==> config.mk <==
export PLATFORM = sky130hd
export DESIGN_NAME = tl45_wb_queue_flat
export DESIGN_NICKNAME = d
export VERILOG_FILES = /design/src/rtl/tl45_wb_queue_if.sv /design/src/rtl/tl45_wb_queue.sv /design/src/flat_wrapper.sv
export SDC_FILE = /design/constraint.sdc
export NUM_CORES = 1
export LEC_CHECK = 0
export ABC_CLOCK_PERIOD_IN_PS = 3100
export BUFFER_PORTS_ARGS = -buffer_cell sky130_fd_sc_hd__buf_2
export CAP_MARGIN = 20
export CORE_ASPECT_RATIO = 1.4
export CORE_MARGIN = 4
export CORE_UTILIZATION = 40
export CTS_CLUSTER_DIAMETER = 50
export DETAILED_ROUTE_END_ITERATION = 6
export SLEW_MARGIN = 20
export SYNTH_ARGS = -nofsm -noshare
export SYNTH_HDL_FRONTEND = slang
export SYNTH_SLANG_ARGS = --single-unit
export TNS_END_PERCENT = 50
==> constraint.sdc <==
create_clock -name clk -period 3.1 [get_ports clk]
set_clock_uncertainty 0.15 [all_clocks]
set_input_delay 0.31 -clock clk [delete_from_list [all_inputs] [get_ports clk]]
set_output_delay 0.31 -clock clk [all_outputs]
set_load 0.05 [all_outputs]
==> src/rtl/tl45_wb_queue_if.sv <==
// Writeback queue bus bundle: result enqueue, register-file write port and the
// two bypass lookup ports. The queue uses the slave modport.
interface tl45_wb_queue_if #(
  parameter int unsigned DEPTH  = 4,
  parameter int unsigned ADDR_W = 4,
  parameter int unsigned DATA_W = 32
);
  localparam int unsigned CNT_W = $clog2(DEPTH) + 1;

  logic              i_valid;
  logic              i_ready;
  logic [ADDR_W-1:0] i_dr;
  logic [DATA_W-1:0] i_value;
  logic              i_wr_stall;
  logic [ADDR_W-1:0] o_wr_addr;
  logic [DATA_W-1:0] o_wr_data;
  logic [ADDR_W-1:0] fwd_addr1;
  logic [ADDR_W-1:0] fwd_addr2;
  logic              fwd_hit1;
  logic              fwd_hit2;
  logic [DATA_W-1:0] fwd_data1;
  logic [DATA_W-1:0] fwd_data2;
  logic [CNT_W-1:0]  o_count;
  logic              o_empty;

  modport slave (
    input  i_valid, i_dr, i_value, i_wr_stall, fwd_addr1, fwd_addr2,
    output i_ready, o_wr_addr, o_wr_data, fwd_hit1, fwd_hit2,
           fwd_data1, fwd_data2, o_count, o_empty
  );

  modport master (
    output i_valid, i_dr, i_value, i_wr_stall, fwd_addr1, fwd_addr2,
    input  i_ready, o_wr_addr, o_wr_data, fwd_hit1, fwd_hit2,
           fwd_data1, fwd_data2, o_count, o_empty
  );
endinterface

==> src/rtl/tl45_wb_queue.sv <==
// TL45 writeback queue: buffers completed results, drives the register file's
// single write port one entry per cycle, and offers bypass of queued results.
module tl45_wb_queue #(
  parameter int unsigned DEPTH  = 4,
  parameter int unsigned ADDR_W = 4,
  parameter int unsigned DATA_W = 32
) (
  input  logic           clk,
  input  logic           reset,
  tl45_wb_queue_if.slave bus
);
  localparam int unsigned PTR_W = $clog2(DEPTH);
  localparam int unsigned CNT_W = PTR_W + 1;

  logic [ADDR_W-1:0] addr_mem [DEPTH];
  logic [DATA_W-1:0] data_mem [DEPTH];
  logic [PTR_W-1:0]  head;
  logic [PTR_W-1:0]  tail;
  logic [CNT_W-1:0]  count;

  logic              full;
  logic              empty;
  logic              push;
  logic              pop;
  logic              hit1;
  logic              hit2;
  logic [DATA_W-1:0] data1;
  logic [DATA_W-1:0] data2;

  assign full  = (count == CNT_W'(DEPTH));
  assign empty = (count == '0);
  // Writes to r0 are consumed by the handshake but never stored.
  assign push  = bus.i_valid && !full && (bus.i_dr != '0);
  assign pop   = !empty && !bus.i_wr_stall;

  assign bus.i_ready   = !full;
  assign bus.o_count   = count;
  assign bus.o_empty   = empty;
  assign bus.o_wr_addr = pop ? addr_mem[head] : '0;
  assign bus.o_wr_data = pop ? data_mem[head] : '0;
  assign bus.fwd_hit1  = hit1;
  assign bus.fwd_hit2  = hit2;
  assign bus.fwd_data1 = data1;
  assign bus.fwd_data2 = data2;

  always_ff @(posedge clk or negedge reset) begin
    if (!reset) begin
      head  <= '0;
      tail  <= '0;
      count <= '0;
    end else begin
      if (push) tail <= tail + PTR_W'(1);
      if (pop)  head <= head + PTR_W'(1);
      case ({push, pop})
        2'b10:   count <= count + CNT_W'(1);
        2'b01:   count <= count - CNT_W'(1);
        default: count <= count;
      endcase
    end
  end

  // Entry payload needs no reset; occupancy is tracked by the pointers.
  always_ff @(posedge clk) begin
    if (push) begin
      addr_mem[tail] <= bus.i_dr;
      data_mem[tail] <= bus.i_value;
    end
  end

  // Walk oldest to newest so the last match (closest to tail) wins.
  always_comb begin
    hit1  = 1'b0;
    hit2  = 1'b0;
    data1 = '0;
    data2 = '0;
    for (int k = 0; k < DEPTH; k++) begin
      if (CNT_W'(k) < count) begin
        if ((bus.fwd_addr1 != '0) && (addr_mem[head + PTR_W'(k)] == bus.fwd_addr1)) begin
          hit1  = 1'b1;
          data1 = data_mem[head + PTR_W'(k)];
        end
        if ((bus.fwd_addr2 != '0) && (addr_mem[head + PTR_W'(k)] == bus.fwd_addr2)) begin
          hit2  = 1'b1;
          data2 = data_mem[head + PTR_W'(k)];
        end
      end
    end
  end
endmodule

==> src/flat_wrapper.sv <==
// flat-port wrapper written by rule: the top's interface ports become plain ports
module tl45_wb_queue_flat 
#(
  parameter int unsigned DEPTH  = 4,
  parameter int unsigned ADDR_W = 4,
  parameter int unsigned DATA_W = 32
)
  (clk, reset, bus_i_valid, bus_i_dr, bus_i_value, bus_i_wr_stall, bus_fwd_addr1, bus_fwd_addr2, bus_i_ready, bus_o_wr_addr, bus_o_wr_data, bus_fwd_hit1, bus_fwd_hit2, bus_fwd_data1, bus_fwd_data2, bus_o_count, bus_o_empty);
  tl45_wb_queue_if #(.DEPTH(DEPTH), .ADDR_W(ADDR_W), .DATA_W(DATA_W)) bus_i ();
  input  logic clk;
  input  logic reset;
  input wire logic [$bits(bus_i.i_valid)-1:0] bus_i_valid;
  input wire logic [$bits(bus_i.i_dr)-1:0] bus_i_dr;
  input wire logic [$bits(bus_i.i_value)-1:0] bus_i_value;
  input wire logic [$bits(bus_i.i_wr_stall)-1:0] bus_i_wr_stall;
  input wire logic [$bits(bus_i.fwd_addr1)-1:0] bus_fwd_addr1;
  input wire logic [$bits(bus_i.fwd_addr2)-1:0] bus_fwd_addr2;
  output wire logic [$bits(bus_i.i_ready)-1:0] bus_i_ready;
  output wire logic [$bits(bus_i.o_wr_addr)-1:0] bus_o_wr_addr;
  output wire logic [$bits(bus_i.o_wr_data)-1:0] bus_o_wr_data;
  output wire logic [$bits(bus_i.fwd_hit1)-1:0] bus_fwd_hit1;
  output wire logic [$bits(bus_i.fwd_hit2)-1:0] bus_fwd_hit2;
  output wire logic [$bits(bus_i.fwd_data1)-1:0] bus_fwd_data1;
  output wire logic [$bits(bus_i.fwd_data2)-1:0] bus_fwd_data2;
  output wire logic [$bits(bus_i.o_count)-1:0] bus_o_count;
  output wire logic [$bits(bus_i.o_empty)-1:0] bus_o_empty;
  assign bus_i.i_valid = bus_i_valid;
  assign bus_i.i_dr = bus_i_dr;
  assign bus_i.i_value = bus_i_value;
  assign bus_i.i_wr_stall = bus_i_wr_stall;
  assign bus_i.fwd_addr1 = bus_fwd_addr1;
  assign bus_i.fwd_addr2 = bus_fwd_addr2;
  assign bus_i_ready = bus_i.i_ready;
  assign bus_o_wr_addr = bus_i.o_wr_addr;
  assign bus_o_wr_data = bus_i.o_wr_data;
  assign bus_fwd_hit1 = bus_i.fwd_hit1;
  assign bus_fwd_hit2 = bus_i.fwd_hit2;
  assign bus_fwd_data1 = bus_i.fwd_data1;
  assign bus_fwd_data2 = bus_i.fwd_data2;
  assign bus_o_count = bus_i.o_count;
  assign bus_o_empty = bus_i.o_empty;
  tl45_wb_queue #(.DEPTH(DEPTH), .ADDR_W(ADDR_W), .DATA_W(DATA_W)) u_core (.clk(clk), .reset(reset), .bus(bus_i));
endmodule
==> flow_metrics.tcl, run 1 <==
set metrics [dict create \
    result_of_the_run "finished, violations left" \
    violations "setup timing" \
    area.sequential_mm2 0.00451 \
    final.min_clock_period_ns 3.76 \
    tritoncts_buffers 17 \
    fin_setup_tns_ns -36.68 \
    xor_and_xnor_fraction_of_the_mapped_netlist_area_pct 2.37 \
    drcViolationCount 0 \
    tritoncts "yes" \
    rsz_0062_raised_after_global_routing "true" \
    synth.ff_latch_count 151 \
    start_util_pct 40.9 \
    floorplan.die.width_um 149 \
    port_buffers 154 \
    syn_area_per_cell_um2 11.5 \
    postRouteWirelength_um 36000 \
    fin_max_slew_vios 0 \
    netlist.top_cell.by_area "sky130_fd_sc_hd__edfxtp_1" \
    compound_gate_portion_of_the_synthesized_area_pct 17.0 \
    timing.max_slew.rel_slack_pct 60.7 \
    synthFlopType "sky130_fd_sc_hd__edfxtp_1" \
    gr-usage-met2_pct 40.7 \
    cellLeakagePower_nw 5.93 \
    area_share_of_the_largest_cell_type_after_synthesis_pct 39.0 \
    worst_slack_ns -0.661 \
    postSynth.asyncResetShare_pct 4.64 \
    core_area_mm2 0.0271 \
    dr.first_iter.drc_count 551 \
    footprint_of_the_multi_input_gates_mm2 0.00723 \
    clock_slew_at_the_register_clock_pins_of_the_worst_setup_and_hold_paths_ns 0.06 \
    timing.final.setup_violations 68 \
    synthAdderAreaFrac_pct 1.02 \
    cts_num_sinks 151 \
    synth_common_cells "sky130_fd_sc_hd__nor2_1 (171), sky130_fd_sc_hd__edfxtp_1 (144), sky130_fd_sc_hd__mux4_2 (80)" \
    global_route.usage.met3_pct 3.89 \
    routed_via_density 5.93 \
    final-hold-violation-count 0 \
    synthesis.area_mm2 0.0111 \
    ant_nets 0 \
    first_global_vias 9570 \
    post_layout_nonfiller_instances 1603 \
    layout.filler_cells 2149 \
    insertion_delay_ns 0.42 \
    first_pass_iters 4 \
    cts-root-to-sink-buffers 2 \
    synth_top_family_by_area "multiplexers" \
    clock.fmax_mhz 266 \
    ir_drop_uv 656 \
    clock_root_buffer "sky130_fd_sc_hd__clkbuf_16" \
    powerDensity_mw_per_mm2 1160 \
    top_fanout_value_on_the_critical_path 11 \
    antennaDiodeCount 0 \
    finalNetCount 1282 \
    post-dp-hpwl_um 24100 \
    worst_path_class_setup "flop to primary output" \
    synth.mux.area_fraction_pct 23.0 \
    global_route.usage.total_pct 22.9 \
    detailed_place.area_mm2 0.0139 \
    via_count 9499 \
    htreeDepth 4 \
    total_power_mw 18.6 \
    synth_top_cells_by_area "sky130_fd_sc_hd__edfxtp_1 (39%), sky130_fd_sc_hd__mux4_2 (16%), sky130_fd_sc_hd__o31ai_2 (6.8%), sky130_fd_sc_hd__nor2_1 (5.8%), sky130_fd_sc_hd__a221oi_1 (5.0%)" \
    setup_slack_placement_ns -0.294 \
    grt_pass1_wl_um 53800 \
    boundaryPins 155 \
    yosysSeqAreaShare_pct 40.6 \
    setup.worst_path.end_class "primary output" \
    grt_antenna_before_repair 0 \
    synth_enable_flop_cells 144 \
    synth.most_common_cell "sky130_fd_sc_hd__nor2_1" \
    fin_area_mm2 0.0160 \
    period_share_pct 121 \
    area_growth_pct 44.2 \
    dieHeight_um 205 \
    dp.cells 1517 \
    grt_max_degree 99 \
    timing.critical_path.arrival_ns 3.30 \
    gpl.final_weighted_congestion 0.880 \
    min_path_type "input pin to flop" \
    timing_worst_slew_pin_value_ns 0.589 \
    yosys.area_share.simple_pct 11.9 \
    element_type_at_the_critical_path_start "flop" \
    crit_required_ns 2.64 \
    global_routing_met1_resource_utilization_pct 27.2 \
    die_footprint_mm2 0.0305 \
    synth.net_count 1023 \
    drv_cap 0 \
    post_route_cells_drive_above_1_share_pct 48.9 \
    floorplan.rows 71 \
    detail_route.wl_per_cell_um 22.5 \
    synth.distinct_cells 47 \
    grt_remaining_overflow 0 \
    top_usage_layer "met2" \
    synth-warning-count 0 \
    synth_cells 966 \
]
-- cells by family after synthesis --
logic type | count (synthesis)
simple gates | 310
compound gates | 216
flops | 151
mux | 150
buf+inv | 100
xor+xnor | 30
fa+ha+maj | 9
-- timing repair --
action                                 CTS  global route
hold buffers                            36             0
buffers inserted                         2            18
resized for setup                      156            66
cloned                                   2             3
endpoints found under the hold margin  147             0
pin swaps                                0            15
setup endpoints to repair               70            74
-- state kept, by name, summed over array words and instances (netlist names) --
signal	cells
u_core.data_mem	128
u_core.addr_mem	16
u_core.bus.o_count	3
u_core.head	2
u_core.tail	2
-- critical path, cell delays in order, from the launching register on --
cell	delay, ns
sky130_fd_sc_hd__dfrtp_4	0.46
sky130_fd_sc_hd__mux4_2	0.64
sky130_fd_sc_hd__mux2_2	0.31
sky130_fd_sc_hd__a2bb2oi_1	0.19
sky130_fd_sc_hd__buf_4	0.16
sky130_fd_sc_hd__a211oi_4	0.05
sky130_fd_sc_hd__buf_4	0.17
sky130_fd_sc_hd__clkbuf_16	0.18
sky130_fd_sc_hd__a221oi_1	0.43
sky130_fd_sc_hd__o31ai_4	0.11
sky130_fd_sc_hd__buf_6	0.17
-- per-layer routing --
metal,part of all wire (%),wire (µm),up-vias
met1,38,13700,4808
met2,53,19100,335
li1,-,-,4279
met3,5.2,1880,77
met4,3.6,1290,0
met5,0,0,-
-- path summary, 6_finish.rpt --
kind                                                    from                                 to  slack, ns  cells past startpoint
min                                              bus_i_dr[3]    u_core.addr_mem[0][3]$_DFFE_PP_       0.03                      1
min reg2reg                u_core.bus.o_count[1]$_DFFE_PN0P_  u_core.bus.o_count[1]$_DFFE_PN0P_       0.43                      2
max reg2reg                u_core.bus.o_count[0]$_DFFE_PN0P_    u_core.data_mem[3][6]$_DFFE_PP_       0.54                      8
max in group asynchronous                              reset         u_core.head[0]$_DFFE_PN0P_       2.51                      2
min in group asynchronous                              reset         u_core.tail[0]$_DFFE_PN0P_       0.11                      2
max                               u_core.head[0]$_DFFE_PN0P_                   bus_fwd_data1[2]      -0.66                     10
-- where the power goes --
group	leakage (nW)	switching (mW)	internal [mW]
Clock	0.291	0.847	1.27
Combinational	4.24	8.01	5.44
Sequential	1.40	0.281	2.70
Total	5.93	9.14	9.42
-- per-stage QoR --
step | utilization [%] | hold WS (ns)
after floorplan | - | -0.136
after global placement | 51.4 | 0.0180
after detailed placement | 51.4 | 0.0164
after CTS | 57.4 | 0.00710
after global routing | 59.0 | 0.00593
final | 59.0 | 0.0343
-- layout by cell type, fill, tap and decap left out, drive strengths merged, types with 2 or more instances in the layout --
| master | n |
|---|---|
| mux2i | 37 |
| nand2 | 76 |
| xor2 | 8 |
| a2bb2oi | 2 |
| inv | 7 |
| nor2 | 171 |
| xnor2 | 22 |
| o21ai | 3 |
| dfrtp | 7 |
| and3 | 2 |
| mux4 | 80 |
| a221oi | 64 |
| buf | 295 |
| clkbuf | 20 |
| nand3 | 4 |
| o31ai | 64 |
| mux2 | 33 |
| o21ba | 3 |
| or3 | 5 |
| a21oi | 66 |
| o22ai | 2 |
| dlygate4sd3 | 36 |
| o2111ai | 2 |
| ha | 9 |
| o2111a | 2 |
| clkinv | 9 |
| nor3 | 3 |
| a211oi | 4 |
| and2 | 41 |
| bufinv | 3 |
| edfxtp | 144 |
| or2 | 2 |
| clkinvlp | 2 |
-- final cells by class --
| type | instances | area share, % |
|---|---|---|
| multi-input combinational | 715 | 45.2 |
| inverter | 6 | 0.141 |
| timing repair buffer | 334 | 19.8 |
| clock inverter | 15 | 1.13 |
| sequential | 151 | 28.2 |
| clock buffer | 17 | 2.66 |
| tap | 365 | 2.86 |
(Power assumes the default switching activity.)
==> run 2: changes to the inputs <==
- ABC_AREA: default -> 1
==> run 2 against run 1 <==
  * The flow still finishes with violations (setup timing)
  * Critical path depth grew 5
  * Final area shrank 2.0%
  * Area after synthesis rose by 5.6%
  * Final cell count grew 45%
  * Sequential cell count unchanged
  * Synthesized cell count rose by 81%
==> flow_metrics.tcl, run 2 <==
set metrics [dict create \
    area_share_of_the_largest_cell_type_after_synthesis_pct 36.9 \
    timing.hold.ws_ns 0.0946 \
    r2r_end "u_core.data_mem[0][10]$_DFFE_PP_" \
    result_of_the_run "finished, violations left" \
    floorplan.die.width_um 153 \
    worst_path_class_setup "flop to primary output" \
    cp_cell_sequence "buf_12 -> nand2_1 -> nand2_2 -> buf_4 -> o21ai_2 -> nand2_1 -> nand2_2 -> nand3_4 -> buf_12 -> buf_16 -> nand3_1 -> nand2_1 -> nand2_1 -> nand2_2 -> buf_8" \
    start_util_pct 40.8 \
    met3WireLength_um 2680 \
    synth.distinct_cells 37 \
    r2r_setup_slack_ns 0.91 \
    ant_nets 0 \
    postSynth.asyncResetShare_pct 4.64 \
    clock_slew_at_the_register_clock_pins_of_the_worst_setup_and_hold_paths_ns 0.06 \
    syn_area_per_cell_um2 6.70 \
    worst_path_most_repeated_cell "sky130_fd_sc_hd__nand2_1" \
    tritoncts "yes" \
    clock_root_buffer "sky130_fd_sc_hd__clkbuf_16" \
    route.layer.met1.wl_um 15900 \
    fin_max_slew_vios 0 \
    gpl.final_weighted_congestion 0.896 \
    synth_top_cells_by_area "sky130_fd_sc_hd__edfxtp_1 (37%), sky130_fd_sc_hd__nand2_1 (20%), sky130_fd_sc_hd__nor2_1 (8.2%), sky130_fd_sc_hd__o21ai_0 (7.5%), sky130_fd_sc_hd__nand3_1 (6.0%)" \
    detail_route.wl_per_cell_um 17.8 \
    drcViolationCount 0 \
    finalNetCount 1986 \
    synthFlopType "sky130_fd_sc_hd__edfxtp_1" \
    cp.buffers_inverters 5 \
    worst_slack_ns -0.174 \
    top_fanout_value_on_the_critical_path 17 \
    yosysSeqAreaShare_pct 38.4 \
    synth_enable_flop_cells 144 \
    violations "setup timing" \
    port_buffers 154 \
    synth.most_common_cell "sky130_fd_sc_hd__nand2_1" \
    max_ffs_per_register 128 \
    crit_required_ns 2.64 \
    element_type_at_the_critical_path_start "flop" \
    cts-root-to-sink-buffers 2 \
    core_area_mm2 0.0287 \
    dr.first_iter.drc_count 1120 \
    drv_cap 0 \
    synth-warning-count 0 \
    setup_slack_placement_ns 0.214 \
    timing.rr.start "u_core.bus.o_count[0]$_DFFE_PN0P_" \
    cpMaxStageDelayCell "sky130_fd_sc_hd__dfrtp_4" \
    most_used_cells_in_the_layout_excluding_fill_and_tap_cells "sky130_fd_sc_hd__nand2_1 (561), sky130_fd_sc_hd__nor2_1 (223), sky130_fd_sc_hd__o21ai_0 (160)" \
    via_count 12340 \
    timing.final.setup_violations 66 \
    boundaryPins 155 \
    routed_via_density 5.32 \
    route.top_layer_used "met5" \
    cts_num_sinks 151 \
    final.min_clock_period_ns 3.27 \
    dieHeight_um 210 \
    grt_antenna_before_repair 2 \
    postRouteWirelength_um 41300 \
    grt_max_degree 141 \
    routed-wl-met2_um 21100 \
    synth_common_cells "sky130_fd_sc_hd__nand2_1 (631), sky130_fd_sc_hd__nor2_1 (255), sky130_fd_sc_hd__o21ai_0 (176)" \
    synth.ff_latch_count 151 \
    clock.fmax_mhz 305 \
    netlist.top_cell.by_area "sky130_fd_sc_hd__edfxtp_1" \
    post_route_cells_drive_above_1_share_pct 22.1 \
    insertion_delay_ns 0.44 \
    timing_worst_slew_pin_value_ns 0.565 \
    final-hold-violation-count 0 \
    rsz_0062_raised_after_global_routing "true" \
    post-dp-hpwl_um 26300 \
    global_route.usage.total_pct 24.6 \
    min_path_type "input pin to async pin" \
    max_stage_delay_ns 0.54 \
    htreeDepth 4 \
    die_footprint_mm2 0.0321 \
    grt_pass1_wl_um 62800 \
    grt_remaining_overflow 0 \
    setup.worst_path.end_class "primary output" \
    worst_path_dominant_cell_family "buffers and inverters" \
    period_share_pct 106 \
    synth_cells 1747 \
    synth.net_count 1804 \
    floorplan.rows 73 \
    worst-r2r-cell-count 7 \
    regMostFlops "u_core.data_mem" \
    tritoncts_buffers 17 \
    timing.critical_path.arrival_ns 2.81 \
    synthesis.area_mm2 0.0117 \
    first_pass_iters 7 \
    first_global_vias 11713 \
    mostFrequentLayoutCell "sky130_fd_sc_hd__nand2_1" \
    timing.max_slew.rel_slack_pct 62.3 \
    area_growth_pct 33.8 \
]
[run 2: changes by cell type after synthesis, moves of 63 or more]
cell	change
sky130_fd_sc_hd__nor2_1	+84
sky130_fd_sc_hd__o21ai_0	+173
sky130_fd_sc_hd__mux4_2	-80
sky130_fd_sc_hd__a221oi_1	-63
sky130_fd_sc_hd__inv_1	+128
sky130_fd_sc_hd__nand2_1	+555
sky130_fd_sc_hd__a21oi_1	-63
sky130_fd_sc_hd__nand3_1	+136
[run 2: worst register-to-register path: stages (launching register included)]
cell and delay [ns]:
sky130_fd_sc_hd__dfrtp_1 0.43, sky130_fd_sc_hd__inv_1 0.12, sky130_fd_sc_hd__ha_1 0.23, sky130_fd_sc_hd__nand2_1 0.08, sky130_fd_sc_hd__nand3_1 0.07, sky130_fd_sc_hd__buf_4 0.19
sky130_fd_sc_hd__nor2_4 0.10, sky130_fd_sc_hd__buf_4 0.43
[run 2: timing repair]
action	in CTS	in global routing
gates cloned	11	6
hold buffers	37	0
buffers inserted	12	3
pin swaps	12	14
setup endpoints to repair	67	94
gates resized for setup	231	135
endpoints found under the hold margin	151	0
[run 2: layer usage]
metal  vias to the layer above  GRT usage [%]
met5                         -              0
met4                         2           10.0
met3                       125           3.80
met2                       520           44.4
met1                      5693           29.1
li1                       6000              -
[run 2: final cells by class]
cell class              instances  area, µm²
clock buffers                  20        437
repair buffers                274       2910
clock inverters                12        129
inverters                     137        538
well taps                     375        469
diodes                          1       2.50
multi-input cells            1346       6650
fillers                      2707      13000
repair inverters                2       20.0
flip-flops and latches        151       4510
[run 2: kinds of logic after synthesis]
kind of cell / after synthesis / synth area share [%]
compound gates: 210 / 9.08
flops: 151 / 38.4
xor+xnor: 14 / 1.18
fa+ha+maj: 9 / 0.962
buf+inv: 252 / 10.0
mux: 34 / 2.91
simple gates: 1077 / 37.4
[run 2: worst max path at each step]
| stage | startpoint | end | slack [ns] | cells past startpoint |
|---|---|---|---|---|
| after global routing | u_core.head[0]$_DFFE_PN0P_ | bus_fwd_data1[31] | -0.34 | 15 |
| final | u_core.head[0]$_DFFE_PN0P_ | bus_fwd_data1[27] | -0.17 | 15 |
| after detailed placement | u_core.head[0]$_DFFE_PN0P_ | bus_fwd_data2[22] | 0.21 | 14 |
| after floorplan | u_core.bus.o_count[0]$_DFFE_PN0P_ | u_core.addr_mem[0][0]$_DFFE_PP_ | -0.30 | 5 |
| after CTS | u_core.head[0]$_DFFE_PN0P_ | bus_fwd_data2[3] | -0.1 | 16 |
| after global placement | u_core.head[0]$_DFFE_PN0P_ | bus_fwd_data2[18] | 0.23 | 14 |
[run 2: per-stage QoR]
| step | std cells | TNS (ns) | instance area [µm²] | utilization (%) |
|---|---|---|---|---|
| 2_1_floorplan | 1747 | -48.27 | 11700 | - |
| 3_3_place_gp | 2217 | 0 | 13100 | 45.6 |
| 3_5_place_dp | 2217 | 0 | 13100 | 45.6 |
| 4_1_cts | 2309 | -3.74 | 15100 | 52.5 |
| 5_1_grt | 2318 | -16.06 | 15700 | 54.6 |
| 6_report | 2318 | -6.60 | 15700 | 54.6 |
Power of run 2 is left out: the tool's default activity adds up to more than one toggle a clock period on the data nets, which glitch-free logic cannot reach.
==> run 3: changes to the inputs <==
- ABC_CLOCK_PERIOD_IN_PS: 3100 -> 3700
- clock period: 3.1 -> 3.7 ns (I/O delays scaled with it)
==> run 3 against run 2 <==
  * Worst setup slack better by 0.35 ns
  * Final area is 12% lower
  * Register-to-register slack better by 0.25 ns
  * The flow now finishes without violations
  * Sequential cell count stayed put
  * Via count is 5.3% lower
  * Non-clock buffer count is 49 lower
  * First-iteration DRC count is 16% lower
  * Die area stayed put
==> flow_metrics.tcl, run 3 (synthesis gave the netlist of run 2 again) <==
set metrics [dict create \
    postRouteWirelength_um 36800 \
    routed_via_density 5.16 \
    via_count 11687 \
    setup_slack_placement_ns 0.387 \
    mostFrequentLayoutCell "sky130_fd_sc_hd__nand2_1" \
    result_of_the_run "complete, no violations" \
    floorplan.rows 73 \
    timing.final.setup_violations 0 \
    area_growth_pct 17.2 \
    first_pass_iters 5 \
    grt_antenna_before_repair 2 \
    grt_max_degree 162 \
    cts-root-to-sink-buffers 2 \
    min-delay-start "bus_i_value[15]" \
    clock.fmax_mhz 284 \
    die_footprint_mm2 0.0321 \
    htreeDepth 4 \
    core_area_mm2 0.0287 \
    element_type_at_the_critical_path_start "flop" \
    post_route_cells_drive_above_1_share_pct 13.6 \
    gpl.final_weighted_congestion 1.00 \
    timing.max_slew.rel_slack_pct 51.9 \
    fin_max_slew_vios 0 \
    timing_worst_slew_pin_value_ns 0.721 \
    timing.rr.start "u_core.bus.o_count[0]$_DFFE_PN0P_" \
    r2r_end "u_core.data_mem[3][26]$_DFFE_PP_" \
    setup.worst_path.end_class "primary output" \
    final.min_clock_period_ns 3.52 \
    worst_slack_ns 0.178 \
    tritoncts_buffers 17 \
    footprint_of_the_multi_input_gates_mm2 0.00611 \
    finalNetCount 1933 \
    drv_cap 0 \
    period_share_pct 95.2 \
    tritoncts "yes" \
    timing.critical_path.arrival_ns 3.00 \
    min_path_type "input pin to flop" \
    grt_remaining_overflow 0 \
    first_global_vias 11186 \
    clock_root_buffer "sky130_fd_sc_hd__clkbuf_16" \
    post-dp-hpwl_um 25000 \
    boundaryPins 155 \
    layout.filler_cells 2918 \
    cts_num_sinks 151 \
    dr.first_iter.drc_count 941 \
    dieHeight_um 210 \
    final-hold-violation-count 0 \
    global_route.usage.total_pct 22.7 \
    top_fanout_value_on_the_critical_path 37 \
    regMostFlops "u_core.data_mem" \
    detail_route.wl_per_cell_um 16.2 \
    area.sequential_mm2 0.00450 \
    r2r_setup_slack_ns 1.16 \
    worst-r2r-cell-count 7 \
    crit_required_ns 3.18 \
    grt_pass1_wl_um 58400 \
    rsz_0062_raised_after_global_routing "true" \
    end_point_of_the_worst_hold_path "u_core.data_mem[2][15]$_DFFE_PP_" \
    max_ffs_per_register 128 \
    most_used_cells_in_the_layout_excluding_fill_and_tap_cells "sky130_fd_sc_hd__nand2_1 (630), sky130_fd_sc_hd__nor2_1 (249), sky130_fd_sc_hd__o21ai_0 (176)" \
    floorplan.die.width_um 153 \
    start_util_pct 40.8 \
    drcViolationCount 0 \
    count_of_cells_along_the_worst_hold_path 1 \
    port_buffers 154 \
    worst_path_class_setup "flop to primary output" \
    clock_slew_at_the_register_clock_pins_of_the_worst_setup_and_hold_paths_ns 0.06 \
    ant_nets 0 \
    timing.hold.ws_ns 0.0199 \
    insertion_delay_ns 0.44 \
]
[run 3: cell types whose count changed in the layout (fill, tap and decap cells not counted), sizes merged]
cell,previous run,this run
clkinv,4,6
nand2,638,636
inv,139,135
clkbuf,39,25
buf,218,195
dlygate4sd3,37,25
diode,1,3
[run 3: per-layer routing]
| layer | up-vias | share of wire (%) | GRT usage, % |
|---|---|---|---|
| met3 | 90 | 5.7 | 3.64 |
| met2 | 399 | 50 | 40.4 |
| met1 | 5310 | 40 | 27.3 |
| met4 | 0 | 3.3 | 9.50 |
| li1 | 5888 | - | - |
| met5 | - | 0 | 0 |
[run 3: worst max-delay path by stage]
stage	end	slack, ns	startpoint
detailed placement	bus_fwd_data2[6]	0.39	u_core.head[0]$_DFFE_PN0P_
floorplan	u_core.addr_mem[0][0]$_DFFE_PP_	-0.23	u_core.bus.o_count[0]$_DFFE_PN0P_
global route	bus_fwd_data2[27]	-0.02	u_core.head[0]$_DFFE_PN0P_
global placement	bus_fwd_data2[6]	0.43	u_core.head[0]$_DFFE_PN0P_
CTS	bus_fwd_data2[23]	0.05	u_core.head[0]$_DFFE_PN0P_
finish	bus_fwd_data1[0]	0.18	u_core.head[0]$_DFFE_PN0P_
[run 3: what timing repair did]
action | 4_1_cts | 5_1_grt
endpoints found under the hold margin | 98 | 0
gates resized for setup | 5 | 13
pin swaps | 1 | 0
hold buffers | 25 | 0
buffers inserted | 2 | 4
endpoints found under the setup margin | 46 | 66
[run 3: cell type report]
class | count | share of cell area, %
Antenna cell | 3 | 0.0547
Clock inverter | 12 | 0.948
Tap cell | 375 | 3.42
Inverter | 137 | 3.84
Timing Repair Buffer | 225 | 11.2
Clock buffer | 20 | 3.18
Multi-Input combinational cell | 1344 | 44.5
Sequential cell | 151 | 32.8
[run 3: worst max-delay path: stages (launching register included)]
cell                       delay (ns)
sky130_fd_sc_hd__dfrtp_4         0.55
sky130_fd_sc_hd__clkinv_8        0.21
sky130_fd_sc_hd__nand2_1         0.13
sky130_fd_sc_hd__nand3_1         0.08
sky130_fd_sc_hd__nand2_1         0.19
sky130_fd_sc_hd__nor2_1          0.06
sky130_fd_sc_hd__nor2_1          0.20
sky130_fd_sc_hd__inv_1           0.10
sky130_fd_sc_hd__nor2_4          0.15
sky130_fd_sc_hd__buf_4           0.30
sky130_fd_sc_hd__nor2_1          0.09
sky130_fd_sc_hd__nand2_1         0.06
sky130_fd_sc_hd__nand2_1         0.05
sky130_fd_sc_hd__nand2_1         0.11
sky130_fd_sc_hd__buf_2           0.28
[run 3: through the flow]
| step | TNS, ns | util, % | cells | area, µm² |
|---|---|---|---|---|
| finish | 0 | 47.8 | 2267 | 13700 |
| floorplan | -32.70 | - | 1747 | 11700 |
| global route | -0.131 | 47.8 | 2266 | 13700 |
| CTS | 0 | 47.5 | 2260 | 13600 |
| global placement | 0 | 44.5 | 2201 | 12800 |
| detailed placement | 0 | 44.5 | 2201 | 12800 |
Power of run 3 is left out for the same reason.
